===== src/rtl/rom_arbiter.sv =====
// Round-robin arbiter between the fetch and data units for the shared 16-bit boot ROM.
// Misaligned word reads become two byte accesses; all ROM-side and ack/data outputs are registered.
module rom_arbiter #(
    parameter int WAIT = 1
) (
    input  logic        clk,
    input  logic        rst_n,
    input  logic        if_req,
    input  logic [19:0] if_addr,
    input  logic        if_word,
    output logic        if_ack,
    output logic [15:0] if_data,
    input  logic        du_req,
    input  logic [19:0] du_addr,
    input  logic        du_word,
    output logic        du_ack,
    output logic [15:0] du_data,
    output logic        rom_en,
    output logic [1:0]  rom_be,
    output logic [19:0] rom_addr,
    input  logic [15:0] rom_data,
    output logic [1:0]  fsm_state
);

    typedef enum logic [1:0] {IDLE = 2'd0, ACC0 = 2'd1, ACC1 = 2'd2, ACK = 2'd3} state_t;

    localparam int CW = (WAIT > 1) ? $clog2(WAIT) : 1;
    localparam logic [CW-1:0] CNT_LAST = CW'(WAIT - 1);

    state_t        state, state_next;
    logic          last, last_next;     // 0 = fetch granted last, 1 = data unit
    logic          port, port_next;     // granted requester, same encoding as last
    logic [19:0]   addr_q, addr_next;
    logic          word_q, word_next;
    logic [CW-1:0] cnt, cnt_next;
    logic [7:0]    low_q, low_next;
    logic          rom_en_next;
    logic [1:0]    rom_be_next;
    logic [19:0]   rom_addr_next;
    logic          if_ack_next, du_ack_next;
    logic [15:0]   if_data_next, du_data_next;
    logic [15:0]   result;
    logic          done;
    logic          grant_any, grant_du, acc_done, split;

    assign grant_any = if_req | du_req;
    assign grant_du  = du_req & (~if_req | ~last);
    assign acc_done  = (cnt == CNT_LAST);
    assign split     = word_q & addr_q[0];
    assign fsm_state = state;

    always_ff @(posedge clk or negedge rst_n) begin
        if (!rst_n) state <= IDLE;
        else        state <= state_next;
    end

    always_comb begin
        state_next = state;
        case (state)
            IDLE:    if (grant_any) state_next = ACC0;
            ACC0:    if (acc_done) state_next = split ? ACC1 : ACK;
            ACC1:    if (acc_done) state_next = ACK;
            ACK:     state_next = IDLE;
            default: state_next = IDLE;
        endcase
    end

    always_comb begin
        last_next     = last;
        port_next     = port;
        addr_next     = addr_q;
        word_next     = word_q;
        cnt_next      = cnt;
        low_next      = low_q;
        rom_en_next   = rom_en;
        rom_be_next   = rom_be;
        rom_addr_next = rom_addr;
        if_ack_next   = 1'b0;
        du_ack_next   = 1'b0;
        if_data_next  = if_data;
        du_data_next  = du_data;
        result        = 16'h0000;
        done          = 1'b0;
        case (state)
            IDLE: begin
                if (grant_any) begin
                    port_next     = grant_du;
                    last_next     = grant_du;
                    addr_next     = grant_du ? du_addr : if_addr;
                    word_next     = grant_du ? du_word : if_word;
                    cnt_next      = '0;
                    rom_en_next   = 1'b1;
                    rom_addr_next = addr_next;
                    rom_be_next   = addr_next[0] ? 2'b10 : (word_next ? 2'b11 : 2'b01);
                end
            end
            ACC0: begin
                cnt_next = acc_done ? '0 : cnt + CW'(1);
                if (acc_done) begin
                    if (split) begin
                        // Odd byte now, its upper neighbour (wrapping at 2^20) in ACC1.
                        low_next      = rom_data[15:8];
                        rom_addr_next = addr_q + 20'd1;
                        rom_be_next   = 2'b01;
                    end else begin
                        done = 1'b1;
                        if (word_q)         result = rom_data;
                        else if (addr_q[0]) result = {8'h00, rom_data[15:8]};
                        else                result = {8'h00, rom_data[7:0]};
                    end
                end
            end
            ACC1: begin
                cnt_next = acc_done ? '0 : cnt + CW'(1);
                if (acc_done) begin
                    done   = 1'b1;
                    result = {rom_data[7:0], low_q};
                end
            end
            default: ;
        endcase
        if (done) begin
            rom_en_next = 1'b0;
            rom_be_next = 2'b00;
            if (port) begin
                du_ack_next  = 1'b1;
                du_data_next = result;
            end else begin
                if_ack_next  = 1'b1;
                if_data_next = result;
            end
        end
    end

    always_ff @(posedge clk or negedge rst_n) begin
        if (!rst_n) begin
            last     <= 1'b0;
            port     <= 1'b0;
            addr_q   <= 20'h00000;
            word_q   <= 1'b0;
            cnt      <= '0;
            low_q    <= 8'h00;
            rom_en   <= 1'b0;
            rom_be   <= 2'b00;
            rom_addr <= 20'h00000;
            if_ack   <= 1'b0;
            du_ack   <= 1'b0;
            if_data  <= 16'h0000;
            du_data  <= 16'h0000;
        end else begin
            last     <= last_next;
            port     <= port_next;
            addr_q   <= addr_next;
            word_q   <= word_next;
            cnt      <= cnt_next;
            low_q    <= low_next;
            rom_en   <= rom_en_next;
            rom_be   <= rom_be_next;
            rom_addr <= rom_addr_next;
            if_ack   <= if_ack_next;
            du_ack   <= du_ack_next;
            if_data  <= if_data_next;
            du_data  <= du_data_next;
        end
    end

endmodule

===== config.mk =====
export PLATFORM = sky130hd
export DESIGN_NAME = rom_arbiter
export DESIGN_NICKNAME = d
export VERILOG_FILES = /design/src/rtl/rom_arbiter.sv
export SDC_FILE = /design/constraint.sdc
export NUM_CORES = 1
export LEC_CHECK = 0
export CORE_UTILIZATION = 32
export DETAILED_ROUTE_END_ITERATION = 16
export GPL_ROUTABILITY_DRIVEN = 0
export HOLD_SLACK_MARGIN = 0.15
export SYNTH_ARGS = -nofsm -noshare
export SYNTH_HDL_FRONTEND = slang
export SYNTH_SLANG_ARGS = --single-unit

===== constraint.sdc =====
create_clock -name clk -period 2.5 [get_ports clk]
set_clock_uncertainty 0.2 [all_clocks]
set_input_delay 0.625 -clock clk [delete_from_list [all_inputs] [get_ports clk]]
set_output_delay 0.625 -clock clk [all_outputs]
set_load 0.005 [all_outputs]

# [After elaboration in Yosys (flattened, before gate mapping)]
# Index checks and enable logic that the tools add are counted.
[word_totals] word_cells=86 output_inout_bits=59 in_bits=62 ff_bits=90
[op_classes] eq_ne=10 reduce_logical=16 bitwise=7 n_addsub=2 muxes=38
[op_table] cell="two-way mux 20 bit" count=4
[op_table] cell="two-way mux 16 bit" count=4
[op_table] cell="one-hot mux 20 bit (2 select lines)" count=1
[op_table] cell="one-hot mux 16 bit (2 select lines)" count=1
[op_table] cell="adder 20 x 1 -> 20 bit (second input constant)" count=1
[op_table] cell="two-way mux 2 bit" count=9
[op_table] cell="two-way mux 1 bit" count=14
[op_table] cell="AND reduction 2 bit" count=5
[op_table] cell="inequality test 3 bit (second input constant)" count=3
[op_table] cell="two-way mux 8 bit" count=1
[op_table] cell="inequality test 2 bit (second input constant)" count=4
[op_table] cell="one-hot mux 2 bit (4 select lines)" count=1
[op_table] cell="AND reduction 4 bit" count=2
[op_table] cell="nonzero test 2 bit" count=4
[op_table] cell="AND reduction 3 bit" count=2
[op_table] cell="equality test 2 bit (second input constant)" count=2
[op_table] cell="one-hot mux 1 bit (2 select lines)" count=2
[op_table] cell="one-hot mux 2 bit (2 select lines)" count=1
[op_table] cell="NOT 1 bit" count=3
[op_table] cell="nonzero test 3 bit" count=1
[op_table] cell="AND 1 bit" count=2
[op_table] cell="equality test 2 x 1 -> 1 bit (second input constant)" count=1
[op_table] cell="zero test 2 bit" count=1
[op_table] cell="OR 1 bit" count=2
[op_table] cell="other kinds (2)" count=2

# [Logic depth before layout (Yosys ltp)]
# Gate-level depths: netlist of run 1.
[logic_depth] depth_word=9 mapped_depth=10 depth_no_buf=7

# [Least setup slack after synthesis of run 1]
# Ideal clock, no wire load.
[synth_path] path_type="register to register" start="register state[1], in the netlist fsm_state[1]" end="register rom_addr[9]" t_arrival_ps=1884 setup_time_ps=126 slack_ps=290 t_required_ps=2174 path_stages_with_launch=9 synth_period_minus_slack_ps=2210 path_buffers=3 path_cell_list="dfrtp_1 inv_1 ha_1 buf_2 a21boi_4 buf_6 or3_4 buf_6 a221o_1"
[synth_between] elab_chain_cells=3 elab_cells_between_ends=8 classes_between="eq/ne (4); mux (1); reduce/logical (3)"
[synth_rtl] element="start, declared" line_no="30" text="state_t state, state_next;"
[synth_rtl] element="start signal, assigned" line_no="54" text="else state <= state_next;"
[synth_rtl] element="equality test 2 x 1 -> 1 bit or zero test 2 bit (tied branches)" line_no="84" text="case (state)"
[synth_rtl] element="inequality test 2 bit (no line) or nonzero test 2 bit (tied branches)"
[synth_rtl] element="AND reduction 4 bit (no line)"
[synth_rtl] element="end signal, assigned" line_no="159" text="rom_addr <= rom_addr_next;"
[synth_rtl] element="end, declared" line_no="20" text="output logic [19:0] rom_addr,"
# Parallel ways exist; a longest one is shown, timed or not.
# A chain may end at the register's enable or synchronous reset.

# [Worst setup path after layout of run 1]
[layout_path] start="register state[0], in the netlist fsm_state[0]" end="register rom_addr[14]"
# The elaborated chain is that of the path after synthesis.

==> summary.txt, run 1 <==
Status
  • Outcome: finished, final reports clean

Power
  • Sw frac: 0.359
  • Reg power frac: 0.356
  • Leakage power total: 2.58 nW
  • PwrDens: 1180 mW/mm2
  • Psw: 2.58 mW
  • Clk pwr share: 0.186
  • P_int: 4.61 mW
  • Peak supply drop: 405 uV
  • Comb pwr share: 0.458

STA
  • Unrepaired setup endpoints after global routing: no
  • Final slew viol count: 0
  • Setup Viol. Count Final: 0
  • FMAX: 429 MHz
  • Final Hold Violating Endpoints: 0
  • Slew headroom: 0.429
  • Final Cycle Share: 0.932
  • Clock period minus worst slack: 2330 ps
  • Setup WS post-layout: 170 ps
  • Actual slew at the worst max-slew pin: 854 ps
  • Smallest hold slack: 279 ps

Hold path
  • Hold Path Class: register to register

Route
  • Via count: 3532
  • DRC: 0
  • Drt wl/cell: 15.0 um
  • Via-to-Cell Ratio: 4.89
  • WL final: 10900 um
  • DR iter-0 viols: 180
  • Router iterations before antenna repair: 4
  • Detail Route Antenna Nets: 0

Synthesis
  • #FFs+latches synth: 89
  • Synth Area in Simple Gates: 0.127
  • Mapped Area: 0.00426 mm2
  • Synth top area share: 0.523
  • Mux contribution to synthesized area: 0.0999
  • Share of synthesized flip-flops with an asynchronous set or reset: 1.00
  • Sequential fraction of the synthesis area: 0.523
  • Largest family of logic cells by synthesized area: compound AO/OA/AOI/OAI gates
  • Post-synth top area cell: dfrtp_1
  • Netlist cell types: 39
  • Adder-Cell Fraction of Synth Area: 0.0147
  • Most numerous cell in the Yosys netlist: dfrtp_1
  • Top_reg_cell synth: dfrtp_1
  • Synth Area in XOR/XNOR: 0.0370
  • Compound-gate portion of the synthesized area: 0.160
  • Mapped Avg Cell Area: 10.2 um2
  • Top cells by area, synth: dfrtp_1 52%, nand2_1 6.1%, mux2_2 5.0%
  • Post-synth top cells: 89 x dfrtp_1, 69 x nand2_1, 42 x o21ai_0, 20 x mux2i_1, 19 x mux2_2
  • EDFF count, synth: 0
  • Syn_nets: 484
  • Cells after Synth: 417
  • Warnings from Yosys: 0

Setup path
  • Setup crit end kind: register
  • Worst path slowest cell: nor2_1
  • Path depth of the worst reg2reg path: 6
  • Worst path depth: 6
  • Setup crit start kind: register
  • CP endpoint: rom_addr[14]
  • R2R Setup Slk: 170 ps
  • Data arrival time of the critical path: 2390 ps
  • Worst EP required: 2560 ps
  • Crit path cell chain: inv_1, ha_1, nor3b_2, buf_4, nor2_1, a221o_1
  • Setup Crit Path Kind: register to register
  • RR Startpoint: fsm_state[0]
  • Buf+Inv Stages, Crit Path: 2
  • CP max FO: 10
  • Reg2reg end: rom_addr[14]
  • Slowest stage delay, CP: 650 ps
  • CP Launch Point: fsm_state[0]
  • Delay-heaviest family, CP: simple AND/OR/NAND/NOR gates

Clock tree
  • H-tree Lvls: 3
  • Root Buffer: clkbuf_16
  • Clock slew at the register clock pins of the worst setup and hold paths: 60 ps
  • CTS tree: yes
  • Clock buffer count from CTS: 9
  • Skew-Pair Late Insertion Delay: 330 ps
  • Clock sinks: 89
  • Worst-case clock buffer depth: 2
  • Post-cts sizing count: 0

Final layout
  • Filler instances: 1245
  • Area of the multi-input gates: 0.00188 mm2
  • Utilization after layout: 0.474
  • Area growth syn-to-layout: 42.6%
  • Share of cells above drive strength 1: 0.118
  • Final nets: 614
  • Diode count: 0
  • FF+latch area: 0.00223 mm2

GRT
  • Pin count of the biggest net entering global routing: 41
  • Initial antenna violation count: 0
  • Global-route wire length before repair: 17900 um
  • Vias in the first global route: 3541
  • Tot GR Track Use: 0.163
  • Global route overflow: 0

Placement
  • Port bufs: 120
  • Pre-CTS setup slack: -121 ps
  • Dpl hpwl: 7900 um

Floorplanning
  • Row count: 41
  • Die ar.: 0.0138 mm2
  • Io pins: 121
  • Die Ht: 117 um
  • Initial Utilization: 0.332
  • Core ar.: 0.0128 mm2
  • Die Wd: 117 um

Flow run
  • Max-cap viol count: 0
[worst min-delay path by stage]
stage,startpoint,to,slack [ps],cells past startpoint
2_1_floorplan,rst_n,addr_q[0],130,0
3_3_place_gp,if_data[11],if_data[11],260,2
3_5_place_dp,du_data[13],du_data[13],270,2
4_1_cts,du_data[13],du_data[13],290,2
5_1_grt,du_data[13],du_data[13],300,2
6_report,du_data[13],du_data[13],280,2
[layout by cell type, fill, tap and decap left out, types with 9 or more instances in the layout]
cell type / n
a22oi_1: 16
nor3_1: 13
nand2_1: 69
nand3_1: 10
o21ai_0: 42
buf_4: 22
clkdlybuf4s50_1: 119
nor2_1: 15
mux2i_1: 20
mux2_2: 19
clkbuf_16: 9
xnor2_1: 13
a221o_1: 9
dfrtp_1: 89
o21ai_1: 17
[repair_timing]
item	in CTS	in global routing
endpoints found under the hold margin	38	0
hold buffers	1	0
setup endpoints to repair	0	16
setup buffers	0	2
[cell type report]
| class | instances | area share |
|---|---|---|
| Tap cell | 172 | 0.0354 |
| Timing Repair Buffer | 145 | 0.235 |
| Clock inverter | 5 | 0.00927 |
| Multi-Input combinational cell | 294 | 0.310 |
| Sequential cell | 89 | 0.367 |
| Inverter | 8 | 0.00494 |
| Clock buffer | 10 | 0.0393 |
[logic make-up (layout without fill, tap and decap cells)]
kind of cell / Yosys count / count (layout)
AO/OA/AOI/OAI: 109 / 109
XOR/XNOR: 18 / 18
adder cells (fa/ha/maj): 5 / 5
buffers and inverters: 34 / 168
flip-flops: 89 / 89
multiplexers: 40 / 40
AND/OR/NAND/NOR: 122 / 122
[sequential cells by signal, indices dropped and copies added, names as in the netlist, 2 cells and up]
name,count
rom_addr,20
addr_q,20
if_data,16
fsm_state,2
low_q,8
du_data,16
rom_be,2
[worst reg2reg max path: cells and delay by family (launching register included)]
kind                     cells  cell delay (ps)
AO/OA/AOI/OAI                1              270
adder cells (fa/ha/maj)      1              290
buffers and inverters        2              250
flip-flops                   1              400
AND/OR/NAND/NOR              2              850
[metal layers]
| layer | GRT usage | up-vias | part of all wire |
|---|---|---|---|
| li1 | - | 1734 | - |
| met1 | 0.220 | 1672 | 0.48 |
| met2 | 0.266 | 116 | 0.46 |
| met3 | 0.0326 | 10 | 0.049 |
| met4 | 0.0414 | 0 | 0.0086 |
| met5 | 0 | - | 0 |
[metrics by stage]
stage / instance area [um2] / cells / setup TNS [ps] / power (mW)
finish: 6080 / 723 / 0 / 7.19
global route: 6080 / 723 / 0 / 7.74
CTS: 6060 / 721 / 0 / 7.26
detailed placement: 5760 / 705 / -1070 / 5.89
global placement: 5760 / 705 / -390 / 5.80
floorplan: 4260 / 417 / 0 / 4.40
[power by group through the flow]
stage | logic (mW) | registers, mW | clock network [mW]
after global placement | 3.24 | 2.57 | 0
final | 3.29 | 2.56 | 1.34
after detailed placement | 3.31 | 2.58 | 0
after CTS | 3.32 | 2.57 | 1.37
after floorplan | 1.91 | 2.49 | 0
after global routing | 3.67 | 2.65 | 1.42
Power figures use the tool's default switching activity.
==> run 2: changes to the inputs <==
--- a/config.mk
+++ b/config.mk
@@ -12,3 +12,4 @@
 export SYNTH_ARGS = -nofsm -noshare
 export SYNTH_HDL_FRONTEND = slang
 export SYNTH_SLANG_ARGS = --single-unit
+export TNS_END_PERCENT = 5
==> results of run 2 <==
Same layout as run 1: the final DEF is identical, and so are final timing and power.
==> run 3: changes to the inputs <==
--- a/config.mk
+++ b/config.mk
@@ -12,4 +12,3 @@
 export SYNTH_ARGS = -nofsm -noshare
 export SYNTH_HDL_FRONTEND = slang
 export SYNTH_SLANG_ARGS = --single-unit
-export TNS_END_PERCENT = 5
==> constraint.sdc (replaced) <==
create_clock -name clk -period 2.7 [get_ports clk]
set_clock_uncertainty 0.2 [all_clocks]
set_input_delay 0.675 -clock clk [delete_from_list [all_inputs] [get_ports clk]]
set_output_delay 0.675 -clock clk [all_outputs]
set_load 0.005 [all_outputs]
==> run 3 against run 2 <==
  * Critical path depth increased by 1
  * Core utilization decreased by 0.28 points
  * Die area unchanged
  * Highest routed layer unchanged
==> summary.txt, run 3 (synthesis results as in run 1) <==
Floorplanning
  • Row count: 41 (unchanged)
  • Die Wd: 117 um (unchanged)
  • Initial Utilization: 0.332 (unchanged)
  • Io pins: 121 (unchanged)
  • Die Ht: 117 um (unchanged)
  • Core ar.: 0.0128 mm2 (unchanged)
  • Die ar.: 0.0138 mm2 (unchanged)

Flow run
  • Max-cap viol count: 0 (unchanged)

Final layout
  • Diode count: 0 (unchanged)
  • Final nets: 606 (-1.3%)
  • Largest registers: addr_q: 20 flops, rom_addr: 20 flops
  • Commonest non-fill, non-tap cell in the layout: clkdlybuf4s50_1
  • Fin cells: 716 (-0.97%)
  • Area growth syn-to-layout: 41.8%
  • Most frequent cells in the layout: 119 x clkdlybuf4s50_1, 89 x dfrtp_1, 69 x nand2_1, 42 x o21ai_0, 20 x mux2i_1
  • Share of cells above drive strength 1: 0.105 (-0.0132)

Placement
  • Dpl hpwl: 7920 um (+0.18%)
  • DP Cell Count: 699 (-0.85%)
  • Pre-CTS setup slack: -24.6 ps (+96.0 ps)
  • Port bufs: 120 (unchanged)

STA
  • Final Hold Violating Endpoints: 0 (unchanged)
  • Smallest hold slack: 278 ps (-1.36 ps)
  • Final Cycle Share: 0.873
  • Setup Viol. Count Final: 0 (unchanged)
  • Clock period minus worst slack: 2360 ps
  • Final slew viol count: 0 (unchanged)
  • FMAX: 424 MHz
  • Unrepaired setup endpoints after global routing: no
  • Slew headroom: 0.447 (+0.0186)
  • Actual slew at the worst max-slew pin: 826 ps (-27.8 ps)
  • Setup WS post-layout: 342 ps (+172 ps)

Clock tree
  • Clock slew at the register clock pins of the worst setup and hold paths: 60 ps (about the same)
  • Worst-case clock buffer depth: 2 (unchanged)
  • CTS tree: yes
  • Root Buffer: clkbuf_16
  • Hold Buf Count CTS: 1 (unchanged)
  • Clock buffer count from CTS: 9 (unchanged)
  • Clock sinks: 89 (unchanged)
  • Skew-Pair Late Insertion Delay: 330 ps (about the same)
  • Post-cts sizing count: 0 (unchanged)
  • Setup Fix Bufs, Post-CTS: 0 (unchanged)
  • H-tree Lvls: 3 (unchanged)

Setup path
  • CP max FO: 13 (+3)
  • Data arrival time of the critical path: 2390 ps (about the same)
  • Setup crit end kind: register
  • Worst path slowest cell: clkdlybuf4s50_1
  • Worst EP required: 2730 ps (+170 ps)
  • Buf+Inv Stages, Crit Path: 2 (unchanged)
  • Setup crit start kind: input port
  • Setup Crit Path Kind: input port to register
  • Delay-heaviest family, CP: buffers and inverters
  • Crit path cell chain: clkdlybuf4s50_1, a21boi_4, buf_12, mux2i_1, nor2b_1, a211oi_1, a21o_1
  • Slowest stage delay, CP: 570 ps (-80 ps)

GRT
  • Global-route wire length before repair: 17800 um (-0.46%)
  • Tot GR Track Use: 0.163 (about the same)
  • Initial antenna violation count: 0 (unchanged)
  • Vias in the first global route: 3540 (-0.028%)
  • Global route overflow: 0 (unchanged)
  • Pin count of the biggest net entering global routing: 40 (-2.4%)

Route
  • Via count: 3523 (-0.25%)
  • Via-to-Cell Ratio: 4.92 (+0.72%)
  • WL final: 10800 um (-0.23%)
  • Detail Route Antenna Nets: 0 (unchanged)
  • WL met1: 5070 um (-2.8%)
  • Drt wl/cell: 15.1 um (+0.75%)
  • Top layer in use: met4
  • DR iter-0 viols: 207 (+15%)
  • DRC: 0 (unchanged)
  • Router iterations before antenna repair: 4 (unchanged)
  • Met2 wire length: 5000 um (-0.30%)
  • DR WL met3: 643 um (+21%)

Power
  • Sw frac: 0.356 (-0.00256)
  • Comb pwr share: 0.441 (-0.017)
  • P_int: 4.32 mW (-6.4%)
  • PwrDens: 1110 mW/mm2 (-6.2%)
  • Leakage power total: 2.55 nW (-1.3%)
  • Clk pwr share: 0.206 (+0.020)
  • Psw: 2.39 mW (-7.4%)
  • Peak supply drop: 388 uV (-4.1%)
  • Reg power frac: 0.353 (-0.003)

Status
  • Outcome: finished, final reports clean

Hold path
  • Hold Path Class: register to register
[run 3: worst register-to-register path: stages, from the launching register on]
cell	delay [ps]
dfrtp_1	400
ha_1	270
nand3_1	160
nor4_1	540
nand2_1	150
xnor2_1	160
a221o_1	310
[run 3: layout make-up]
class | count | area [um2]
sequential | 89 | 2230
fill | 1235 | 6790
inverter | 8 | 30.0
timing repair buffer | 137 | 1350
tap | 172 | 215
clock inverter | 4 | 75.1
multi-input combinational | 294 | 1880
clock buffer | 12 | 256
[run 3: power groups by stage]
stage                     Clock, mW  Sequential, mW  Combinational [mW]
after floorplan                   0            2.31                1.77
after global placement            0            2.38                2.92
after detailed placement          0            2.38                3.00
after CTS                      1.41            2.37                3.00
after global routing           1.46            2.45                3.29
final                          1.38            2.37                2.96
[run 3: through the flow]
stage | setup TNS, ps | utilization | power (mW) | instance area (um2)
floorplan | 0 | - | 4.08 | 4260
global placement | 0 | 0.444 | 5.30 | 5700
detailed placement | -134 | 0.444 | 5.38 | 5700
CTS | 0 | 0.471 | 6.79 | 6040
global route | 0 | 0.471 | 7.20 | 6040
finish | 0 | 0.471 | 6.71 | 6040
[run 3: per-layer routing]
layer	GRT usage	up-vias
met1	0.217	1673
met5	0	-
li1	-	1717
met2	0.263	120
met4	0.0487	0
met3	0.0375	13
[run 3: final timing paths]
check                      startpoint  cells past startpoint  slack, ps            to
hold reg to reg            du_data[2]                      2        280    du_data[2]
hold / removal             du_data[2]                      2        280    du_data[2]
setup reg to reg            addr_q[0]                      6        400  rom_addr[16]
setup / recovery               du_req                      7        340   rom_addr[5]
min in group asynchronous       rst_n                      2        650    du_data[2]
max in group asynchronous       rst_n                      3       1040    if_data[5]
